<file path="config.mk">
export PLATFORM = sky130hd
export DESIGN_NAME = nand_bus_seq_flat
export DESIGN_NICKNAME = d
export VERILOG_FILES = /design/src/rtl/nand_bus_if.sv /design/src/rtl/nand_bus_seq.sv /design/src/flat_wrapper.sv
export SDC_FILE = /design/constraint.sdc
export NUM_CORES = 1
export LEC_CHECK = 0
export ABC_CLOCK_PERIOD_IN_PS = 6600
export CAP_MARGIN = 20
export CORE_ASPECT_RATIO = 1.1
export CORE_MARGIN = 5
export CORE_UTILIZATION = 53
export CTS_CLUSTER_DIAMETER = 40
export CTS_CLUSTER_SIZE = 25
export DETAILED_ROUTE_END_ITERATION = 7
export GPL_ROUTABILITY_DRIVEN = 0
export PLACE_DENSITY_LB_ADDON = 0.3
export REMOVE_ABC_BUFFERS = 1
export SYNTH_ARGS = -nofsm -noshare
export SYNTH_HDL_FRONTEND = slang
export SYNTH_SLANG_ARGS = --single-unit
</file>
<file path="constraint.sdc">
create_clock -name clk -period 6.6 [get_ports clk]
set_input_delay 1.98 -clock clk [delete_from_list [all_inputs] [get_ports clk]]
set_output_delay 1.98 -clock clk [all_outputs]
set_load 0.01 [all_outputs]
</file>
<file path="src/rtl/nand_bus_if.sv">
// Pin and queue bundle between the NAND bus sequencer and its core / flash neighbours.
// The master side is the sequencer; the slave side is whatever feeds it and the flash dies.
interface nand_bus_if #(
    parameter int NUM_CE = 4,
    parameter int DW     = 8
);
    logic [31:0]       instr;
    logic              instr_valid;
    logic              instr_ready;
    logic [DW-1:0]     wr_data;
    logic              wr_valid;
    logic              wr_ready;
    logic [DW-1:0]     rd_data;
    logic              rd_valid;
    logic              rd_full;
    logic [NUM_CE-1:0] ce_n;
    logic              cle;
    logic              ale;
    logic              we_n;
    logic              re_n;
    logic              wp_n;
    logic [NUM_CE-1:0] rb_n;
    logic [DW-1:0]     dq_out;
    logic              dq_oe;
    logic [DW-1:0]     dq_in;
    logic              busy;
    logic              err_illegal;
    logic              err_timeout;

    modport master (
        input  instr, instr_valid, wr_data, wr_valid, rd_full, rb_n, dq_in,
        output instr_ready, wr_ready, rd_data, rd_valid, ce_n, cle, ale, we_n, re_n,
               wp_n, dq_out, dq_oe, busy, err_illegal, err_timeout
    );

    modport slave (
        output instr, instr_valid, wr_data, wr_valid, rd_full, rb_n, dq_in,
        input  instr_ready, wr_ready, rd_data, rd_valid, ce_n, cle, ale, we_n, re_n,
               wp_n, dq_out, dq_oe, busy, err_illegal, err_timeout
    );
endinterface

</file>
<file path="src/rtl/nand_bus_seq.sv">
// NAND bus sequencer: pops 32-bit instructions and drives ONFI-style pins for NUM_CE dies,
// with programmable strobe timing, stream stalls and R/B wait with timeout.
module nand_bus_seq #(
    parameter int NUM_CE     = 4,
    parameter int DW         = 8,
    parameter int REP_W      = 8,
    parameter int T_LO       = 2,
    parameter int T_HI       = 2,
    parameter int T_WB       = 8,
    parameter int RB_TIMEOUT = 65535
) (
    input logic        clk,
    input logic        rst,
    nand_bus_if.master bus
);
    localparam int TMAX = (T_LO > T_HI) ? T_LO : T_HI;
    localparam int TW   = $clog2(TMAX + 1);
    localparam int RBW  = $clog2(T_WB + RB_TIMEOUT + 2);
    localparam logic [RBW-1:0] WB_END = RBW'(T_WB);
    localparam logic [RBW-1:0] TO_END = RBW'(T_WB + RB_TIMEOUT);

    localparam logic [3:0] OP_STANDBY = 4'd0;
    localparam logic [3:0] OP_IDLE    = 4'd1;
    localparam logic [3:0] OP_CMD     = 4'd2;
    localparam logic [3:0] OP_ADDR    = 4'd3;
    localparam logic [3:0] OP_DIN     = 4'd4;
    localparam logic [3:0] OP_DOUT    = 4'd5;
    localparam logic [3:0] OP_WP_ON   = 4'd6;
    localparam logic [3:0] OP_WP_OFF  = 4'd7;
    localparam logic [3:0] OP_WAIT_RB = 4'd8;

    typedef enum logic [2:0] {FETCH, SETUP, LO, HI, STALL, RB} state_t;

    typedef struct packed {
        logic [3:0]       ce;
        logic [REP_W-1:0] rep;
        logic [3:0]       op;
    } instr_t;

    instr_t            dec;
    logic [NUM_CE-1:0] ce_in_oh;
    logic              ce_ok;
    logic              unused_instr;

    state_t            state_q, state_d;
    logic [3:0]        op_q, op_d;
    logic [NUM_CE-1:0] ce_oh_q, ce_oh_d;
    logic [REP_W-1:0]  rep_q, rep_d;
    logic [TW-1:0]     tmr_q, tmr_d;
    logic [RBW-1:0]    rb_cnt_q, rb_cnt_d;
    logic [NUM_CE-1:0] ce_n_q, ce_n_d;
    logic              cle_q, cle_d, ale_q, ale_d;
    logic              we_n_q, we_n_d, re_n_q, re_n_d, wp_n_q, wp_n_d;
    logic [DW-1:0]     dq_out_q, dq_out_d, rd_data_q, rd_data_d;
    logic              dq_oe_q, dq_oe_d, rd_valid_q, rd_valid_d;
    logic              err_ill_q, err_ill_d, err_to_q, err_to_d;
    logic [NUM_CE-1:0] rb_s1, rb_s2;

    logic instr_ready_c, wr_ready_c, lo_req, is_wr, can_go, rb_sel;

    assign dec          = '{ce: bus.instr[19:16], rep: bus.instr[4 +: REP_W], op: bus.instr[3:0]};
    assign unused_instr = ^bus.instr;

    always_comb begin
        ce_in_oh = '0;
        for (int i = 0; i < NUM_CE; i++) ce_in_oh[i] = (dec.ce == 4'(i));
    end
    // The full 4-bit ce field must land on an existing die.
    assign ce_ok  = |ce_in_oh;

    assign is_wr  = (op_q == OP_CMD) || (op_q == OP_ADDR) || (op_q == OP_DIN);
    assign can_go = is_wr ? bus.wr_valid : !bus.rd_full;
    assign rb_sel = |(rb_s2 & ce_oh_q);

    always_comb begin
        state_d       = state_q;
        op_d          = op_q;
        ce_oh_d       = ce_oh_q;
        rep_d         = rep_q;
        tmr_d         = tmr_q;
        rb_cnt_d      = rb_cnt_q;
        ce_n_d        = ce_n_q;
        cle_d         = cle_q;
        ale_d         = ale_q;
        we_n_d        = we_n_q;
        re_n_d        = re_n_q;
        wp_n_d        = wp_n_q;
        dq_out_d      = dq_out_q;
        dq_oe_d       = dq_oe_q;
        rd_data_d     = rd_data_q;
        rd_valid_d    = 1'b0;
        err_ill_d     = err_ill_q;
        err_to_d      = err_to_q;
        instr_ready_c = 1'b0;
        wr_ready_c    = 1'b0;
        lo_req        = 1'b0;

        case (state_q)
            FETCH: begin
                if (bus.instr_valid) begin
                    instr_ready_c = 1'b1;
                    op_d          = dec.op;
                    case (dec.op)
                        OP_STANDBY: ce_n_d = '1;
                        OP_WP_ON:   wp_n_d = 1'b0;
                        OP_WP_OFF:  wp_n_d = 1'b1;
                        OP_IDLE: begin
                            if (ce_ok) begin
                                ce_n_d  = ~ce_in_oh;
                                ce_oh_d = ce_in_oh;
                            end else err_ill_d = 1'b1;
                        end
                        OP_CMD, OP_ADDR, OP_DIN, OP_DOUT: begin
                            if (ce_ok) begin
                                ce_n_d  = ~ce_in_oh;
                                ce_oh_d = ce_in_oh;
                                rep_d   = dec.rep;
                                cle_d   = (dec.op == OP_CMD);
                                ale_d   = (dec.op == OP_ADDR);
                                dq_oe_d = (dec.op != OP_DOUT);
                                state_d = SETUP;
                            end else err_ill_d = 1'b1;
                        end
                        OP_WAIT_RB: begin
                            if (ce_ok) begin
                                ce_n_d   = ~ce_in_oh;
                                ce_oh_d  = ce_in_oh;
                                rb_cnt_d = '0;
                                state_d  = RB;
                            end else err_ill_d = 1'b1;
                        end
                        default: err_ill_d = 1'b1;
                    endcase
                end
            end
            SETUP, STALL: lo_req = 1'b1;
            LO: begin
                if (tmr_q == '0) begin
                    state_d = HI;
                    tmr_d   = TW'(T_HI - 1);
                    we_n_d  = 1'b1;
                    re_n_d  = 1'b1;
                    if (op_q == OP_DOUT) begin
                        rd_data_d  = bus.dq_in;
                        rd_valid_d = 1'b1;
                    end
                end else tmr_d = tmr_q - TW'(1);
            end
            HI: begin
                if (tmr_q != '0) tmr_d = tmr_q - TW'(1);
                else if (rep_q == '0) begin
                    state_d = FETCH;
                    cle_d   = 1'b0;
                    ale_d   = 1'b0;
                    dq_oe_d = 1'b0;
                end else begin
                    rep_d  = rep_q - REP_W'(1);
                    lo_req = 1'b1;
                end
            end
            RB: begin
                // R/B is only trusted once the T_WB window after the command has passed.
                if (rb_cnt_q >= WB_END && rb_sel) state_d = FETCH;
                else if (rb_cnt_q >= TO_END) begin
                    err_to_d = 1'b1;
                    state_d  = FETCH;
                end else rb_cnt_d = rb_cnt_q + RBW'(1);
            end
            default: state_d = FETCH;
        endcase

        // Shared entry into a byte cycle from SETUP, STALL or back-to-back from HI.
        if (lo_req) begin
            if (can_go) begin
                state_d = LO;
                tmr_d   = TW'(T_LO - 1);
                if (is_wr) begin
                    we_n_d     = 1'b0;
                    wr_ready_c = 1'b1;
                    dq_out_d   = bus.wr_data;
                end else re_n_d = 1'b0;
            end else state_d = STALL;
        end
    end

    always_ff @(posedge clk) begin
        rb_s1 <= bus.rb_n;
        rb_s2 <= rb_s1;
        if (rst) begin
            state_q    <= FETCH;
            op_q       <= OP_STANDBY;
            ce_oh_q    <= '0;
            rep_q      <= '0;
            tmr_q      <= '0;
            rb_cnt_q   <= '0;
            ce_n_q     <= '1;
            cle_q      <= 1'b0;
            ale_q      <= 1'b0;
            we_n_q     <= 1'b1;
            re_n_q     <= 1'b1;
            wp_n_q     <= 1'b0;
            dq_out_q   <= '0;
            dq_oe_q    <= 1'b0;
            rd_data_q  <= '0;
            rd_valid_q <= 1'b0;
            err_ill_q  <= 1'b0;
            err_to_q   <= 1'b0;
        end else begin
            state_q    <= state_d;
            op_q       <= op_d;
            ce_oh_q    <= ce_oh_d;
            rep_q      <= rep_d;
            tmr_q      <= tmr_d;
            rb_cnt_q   <= rb_cnt_d;
            ce_n_q     <= ce_n_d;
            cle_q      <= cle_d;
            ale_q      <= ale_d;
            we_n_q     <= we_n_d;
            re_n_q     <= re_n_d;
            wp_n_q     <= wp_n_d;
            dq_out_q   <= dq_out_d;
            dq_oe_q    <= dq_oe_d;
            rd_data_q  <= rd_data_d;
            rd_valid_q <= rd_valid_d;
            err_ill_q  <= err_ill_d;
            err_to_q   <= err_to_d;
        end
    end

    assign bus.instr_ready = instr_ready_c & ~rst;
    assign bus.wr_ready    = wr_ready_c & ~rst;
    assign bus.rd_data     = rd_data_q;
    assign bus.rd_valid    = rd_valid_q;
    assign bus.ce_n        = ce_n_q;
    assign bus.cle         = cle_q;
    assign bus.ale         = ale_q;
    assign bus.we_n        = we_n_q;
    assign bus.re_n        = re_n_q;
    assign bus.wp_n        = wp_n_q;
    assign bus.dq_out      = dq_out_q;
    assign bus.dq_oe       = dq_oe_q;
    assign bus.busy        = (state_q != FETCH);
    assign bus.err_illegal = err_ill_q;
    assign bus.err_timeout = err_to_q;
endmodule

</file>
<file path="src/flat_wrapper.sv">
// flat-port wrapper written by rule: the top's interface ports become plain ports
module nand_bus_seq_flat 
#(
    parameter int NUM_CE     = 4,
    parameter int DW         = 8,
    parameter int REP_W      = 8,
    parameter int T_LO       = 2,
    parameter int T_HI       = 2,
    parameter int T_WB       = 8,
    parameter int RB_TIMEOUT = 65535
)
  (clk, rst, bus_instr, bus_instr_valid, bus_wr_data, bus_wr_valid, bus_rd_full, bus_rb_n, bus_dq_in, bus_instr_ready, bus_wr_ready, bus_rd_data, bus_rd_valid, bus_ce_n, bus_cle, bus_ale, bus_we_n, bus_re_n, bus_wp_n, bus_dq_out, bus_dq_oe, bus_busy, bus_err_illegal, bus_err_timeout);
  nand_bus_if #(.NUM_CE(NUM_CE), .DW(DW)) bus_i ();
  input logic clk;
  input logic rst;
  input wire logic [$bits(bus_i.instr)-1:0] bus_instr;
  input wire logic [$bits(bus_i.instr_valid)-1:0] bus_instr_valid;
  input wire logic [$bits(bus_i.wr_data)-1:0] bus_wr_data;
  input wire logic [$bits(bus_i.wr_valid)-1:0] bus_wr_valid;
  input wire logic [$bits(bus_i.rd_full)-1:0] bus_rd_full;
  input wire logic [$bits(bus_i.rb_n)-1:0] bus_rb_n;
  input wire logic [$bits(bus_i.dq_in)-1:0] bus_dq_in;
  output wire logic [$bits(bus_i.instr_ready)-1:0] bus_instr_ready;
  output wire logic [$bits(bus_i.wr_ready)-1:0] bus_wr_ready;
  output wire logic [$bits(bus_i.rd_data)-1:0] bus_rd_data;
  output wire logic [$bits(bus_i.rd_valid)-1:0] bus_rd_valid;
  output wire logic [$bits(bus_i.ce_n)-1:0] bus_ce_n;
  output wire logic [$bits(bus_i.cle)-1:0] bus_cle;
  output wire logic [$bits(bus_i.ale)-1:0] bus_ale;
  output wire logic [$bits(bus_i.we_n)-1:0] bus_we_n;
  output wire logic [$bits(bus_i.re_n)-1:0] bus_re_n;
  output wire logic [$bits(bus_i.wp_n)-1:0] bus_wp_n;
  output wire logic [$bits(bus_i.dq_out)-1:0] bus_dq_out;
  output wire logic [$bits(bus_i.dq_oe)-1:0] bus_dq_oe;
  output wire logic [$bits(bus_i.busy)-1:0] bus_busy;
  output wire logic [$bits(bus_i.err_illegal)-1:0] bus_err_illegal;
  output wire logic [$bits(bus_i.err_timeout)-1:0] bus_err_timeout;
  assign bus_i.instr = bus_instr;
  assign bus_i.instr_valid = bus_instr_valid;
  assign bus_i.wr_data = bus_wr_data;
  assign bus_i.wr_valid = bus_wr_valid;
  assign bus_i.rd_full = bus_rd_full;
  assign bus_i.rb_n = bus_rb_n;
  assign bus_i.dq_in = bus_dq_in;
  assign bus_instr_ready = bus_i.instr_ready;
  assign bus_wr_ready = bus_i.wr_ready;
  assign bus_rd_data = bus_i.rd_data;
  assign bus_rd_valid = bus_i.rd_valid;
  assign bus_ce_n = bus_i.ce_n;
  assign bus_cle = bus_i.cle;
  assign bus_ale = bus_i.ale;
  assign bus_we_n = bus_i.we_n;
  assign bus_re_n = bus_i.re_n;
  assign bus_wp_n = bus_i.wp_n;
  assign bus_dq_out = bus_i.dq_out;
  assign bus_dq_oe = bus_i.dq_oe;
  assign bus_busy = bus_i.busy;
  assign bus_err_illegal = bus_i.err_illegal;
  assign bus_err_timeout = bus_i.err_timeout;
  nand_bus_seq #(.NUM_CE(NUM_CE), .DW(DW), .REP_W(REP_W), .T_LO(T_LO), .T_HI(T_HI), .T_WB(T_WB), .RB_TIMEOUT(RB_TIMEOUT)) u_core (.clk(clk), .rst(rst), .bus(bus_i));
endmodule
</file>
==> flow_summary.ini <==
[cts]
clockBufferDepth = 2
clkTransAtPathRegs_ns = 0.08
cts_hold_buf = 0
htree_levels = 3
cts_root_buffer = clkbuf_8
tritoncts = done
cts_resized = 0
clkSinkCount = 75
cts_made_buffers = 9
clk_latency_ns = 0.34
cts_setup_buffers = 0

[setup_path]
arrival_ns = 3.52
crit_top_cell = clkdlybuf4s50_1
rrSetupSlack_ns = 3.69
reg2reg_to = u_core.rb_cnt_q[15]
crit_path_cell_trace = clkdlybuf4s50_1 -> and3_1 -> buf_4 -> nor2b_1 -> clkdlybuf4s50_1
rr_worst_depth = 6
slowest_delay_ns = 0.56
slowest_stage = clkdlybuf4s50_1
critPathMaxFanout = 10
cp-start-kind = input pin
path_buf_inv = 3
worst_ep_required_time_ns = 4.62
worstReg2RegStart = u_core.rb_cnt_q[9]
crit_type = in2out
path_delay_family = buffers and inverters
end_kind = output port

[hold_path]
min_from = u_core.rb_s1[1]
whs_endpoint = u_core.rb_s2[1]
hp-class = reg2reg
min_delay_path_depth = 0

[floorplan]
initial_core_util_pct = 53.7
fp-row-count = 31
io-pin-count = 89
fp.dieH_um = 95.2
die_w_um = 87.5
core_um2 = 6520
dieArea_um2 = 8330

[place]
dpl_cell_area_um2 = 4230
dp_slack_ns = 1.11
dp_cells = 553
dp_hpwl_um = 5830
io_buffer_count = 72

[grt]
grt_max_degree = 41
grt_pass1_vias = 3038
grt_overflow_total = 0
antenna_found_initial = 0
grt_usage_pct = 20.3
grt_pass1_wl_um = 13500

[sta]
max_freq_ghz = 0.182
skew_ns = 0.00796
relSlewSlack_pct = 26.3
hold_violations = 0
worst_pin_slew_ns = 1.09
fin_tns_setup_ns = 0
rsz0062_at_grt = false
setup_viol = 0
fin_crit_ns = 5.50
finalCritPeriodShare_pct = 83.3
slew_violations = 0
whs_ns = 0.331
worst_slack_ns = 1.10

[yosys]
syn_inst = 420
synthArstFlopShare_pct = 0
ys_seq_area_share_pct = 42.9
syn_area_per_cell_um2 = 8.34
synth-edff-count = 0
syn_area_um2 = 3500
ys_warn_count = 0
synth.distinct_cells = 54
synth-seq-cells = 75
synthFlopType = dfxtp_1

[power_and_ir_drop]
leakagePower_nw = 1.69
p_per_area_nw_per_um2 = 209
power_uw = 928
ir_drop_mv = 0.116

[finish]
layout.cells.non_filler = 568
layout_commonest_cell = dfxtp_1
fillers = 557
syn_to_final_growth_pct = 26.8
final_cell_mix = dfxtp_1 (75), clkdlybuf4s50_1 (71), nor2_1 (66)
drive_above_1_share_pct = 6.58
diodes = 0
final_area_um2 = 4440
nets = 542
postLayoutCoreUtil_pct = 68.1

[route]
routedWlPerCell_um = 14.4
drt_iter0_drc = 103
final_antenna_net_count = 0
avgViaCountPerCell = 5.56
via_count = 3160
drc = 0
drt_wl_total_um = 8180
dr.pass1.iters = 4

[outcome]
status = complete, no violations

[flow_run]
maxCapViolCount = 0
==> layer usage <==
| layer | track usage, % | part of all wire [%] | routed length, um | vias up |
|---|---|---|---|---|
| met5 | 0 | 0 | 0 | - |
| met1 | 23.5 | 44 | 3560 | 1478 |
| met4 | 9.08 | 0.86 | 70 | 0 |
| li1 | - | - | - | 1595 |
| met3 | 6.40 | 7.5 | 610 | 6 |
| met2 | 34.0 | 48 | 3930 | 81 |
==> logic make-up (layout without fill, tap and decap cells) <==
logic type	count (synthesis)	count (layout)	share of synthesized area (%)
XOR/XNOR	10	10	2.50
AO/OA/AOI/OAI	81	81	14.5
buffers and inverters	34	100	4.47
AND/OR/NAND/NOR	197	197	28.8
multiplexers	20	20	5.72
flip-flops	75	75	42.9
adder cells (fa/ha/maj)	3	3	1.07
==> sequential cells by signal (all words and copies together) (netlist names), 8 cells and up <==
| register | flops |
|---|---|
| u_core.rep_q | 8 |
| u_core.rb_cnt_q | 17 |
| u_core.bus.rd_data | 8 |
| u_core.bus.dq_out | 8 |
==> layout make-up <==
class / count / area, um^2 / share of cell area (%)
Clock buffer: 9 / 124 / 2.79
Clock inverter: 6 / 90.1 / 2.03
Inverter: 9 / 33.8 / 0.761
Multi-Input combinational cell: 311 / 1840 / 41.5
Sequential cell: 75 / 1500 / 33.8
Tap cell: 82 / 103 / 2.31
Timing Repair Buffer: 76 / 746 / 16.8
==> cell usage after synthesis (all sizes together), types with 4 or more instances <==
library cell	number	area (um^2)
inv	9	33.8
or3	9	56.3
clkbuf	17	73.8
nand3	11	55.1
buf	8	48.8
dfxtp	75	1500
a22oi	7	52.6
nand3b	5	37.5
o21ai	15	75.1
nor4b	4	56.3
xor2	8	70.1
a21oi	30	150
and2	4	25.0
mux2i	20	200
or2	6	37.5
nand2b	5	31.3
o31ai	4	30.0
nor3	10	50.1
and3	5	31.3
nor4	4	31.3
nor2b	9	56.3
nand2	41	161
nor2	66	248
nand4	10	62.6
==> worst register-to-register path, cell delays in order (launching register included) <==
cell     delay (ns)
dfxtp_1        0.36
nor4_1         0.36
nand2_1        0.14
o41ai_2        0.96
nand4_1        0.47
or3_1          0.43
a21oi_1        0.14
==> worst max path at each step <==
stage	start	to	slack (ns)	cells past startpoint
final	bus_wr_valid	bus_wr_ready	1.10	5
after global routing	bus_wr_valid	bus_wr_ready	0.98	5
after CTS	bus_wr_valid	bus_wr_ready	1.08	5
after detailed placement	bus_wr_valid	bus_wr_ready	1.11	5
after global placement	bus_wr_valid	bus_wr_ready	1.14	5
after floorplan	bus_wr_valid	bus_wr_ready	1.97	2
==> power breakdown <==
| group | switching [mW] | total [mW] | internal (mW) |
|---|---|---|---|
| registers | 0.00484 | 0.464 | 0.459 |
| logic | 0.0379 | 0.0790 | 0.0411 |
| clock network | 0.172 | 0.385 | 0.212 |
(Power assumes the default switching activity.)
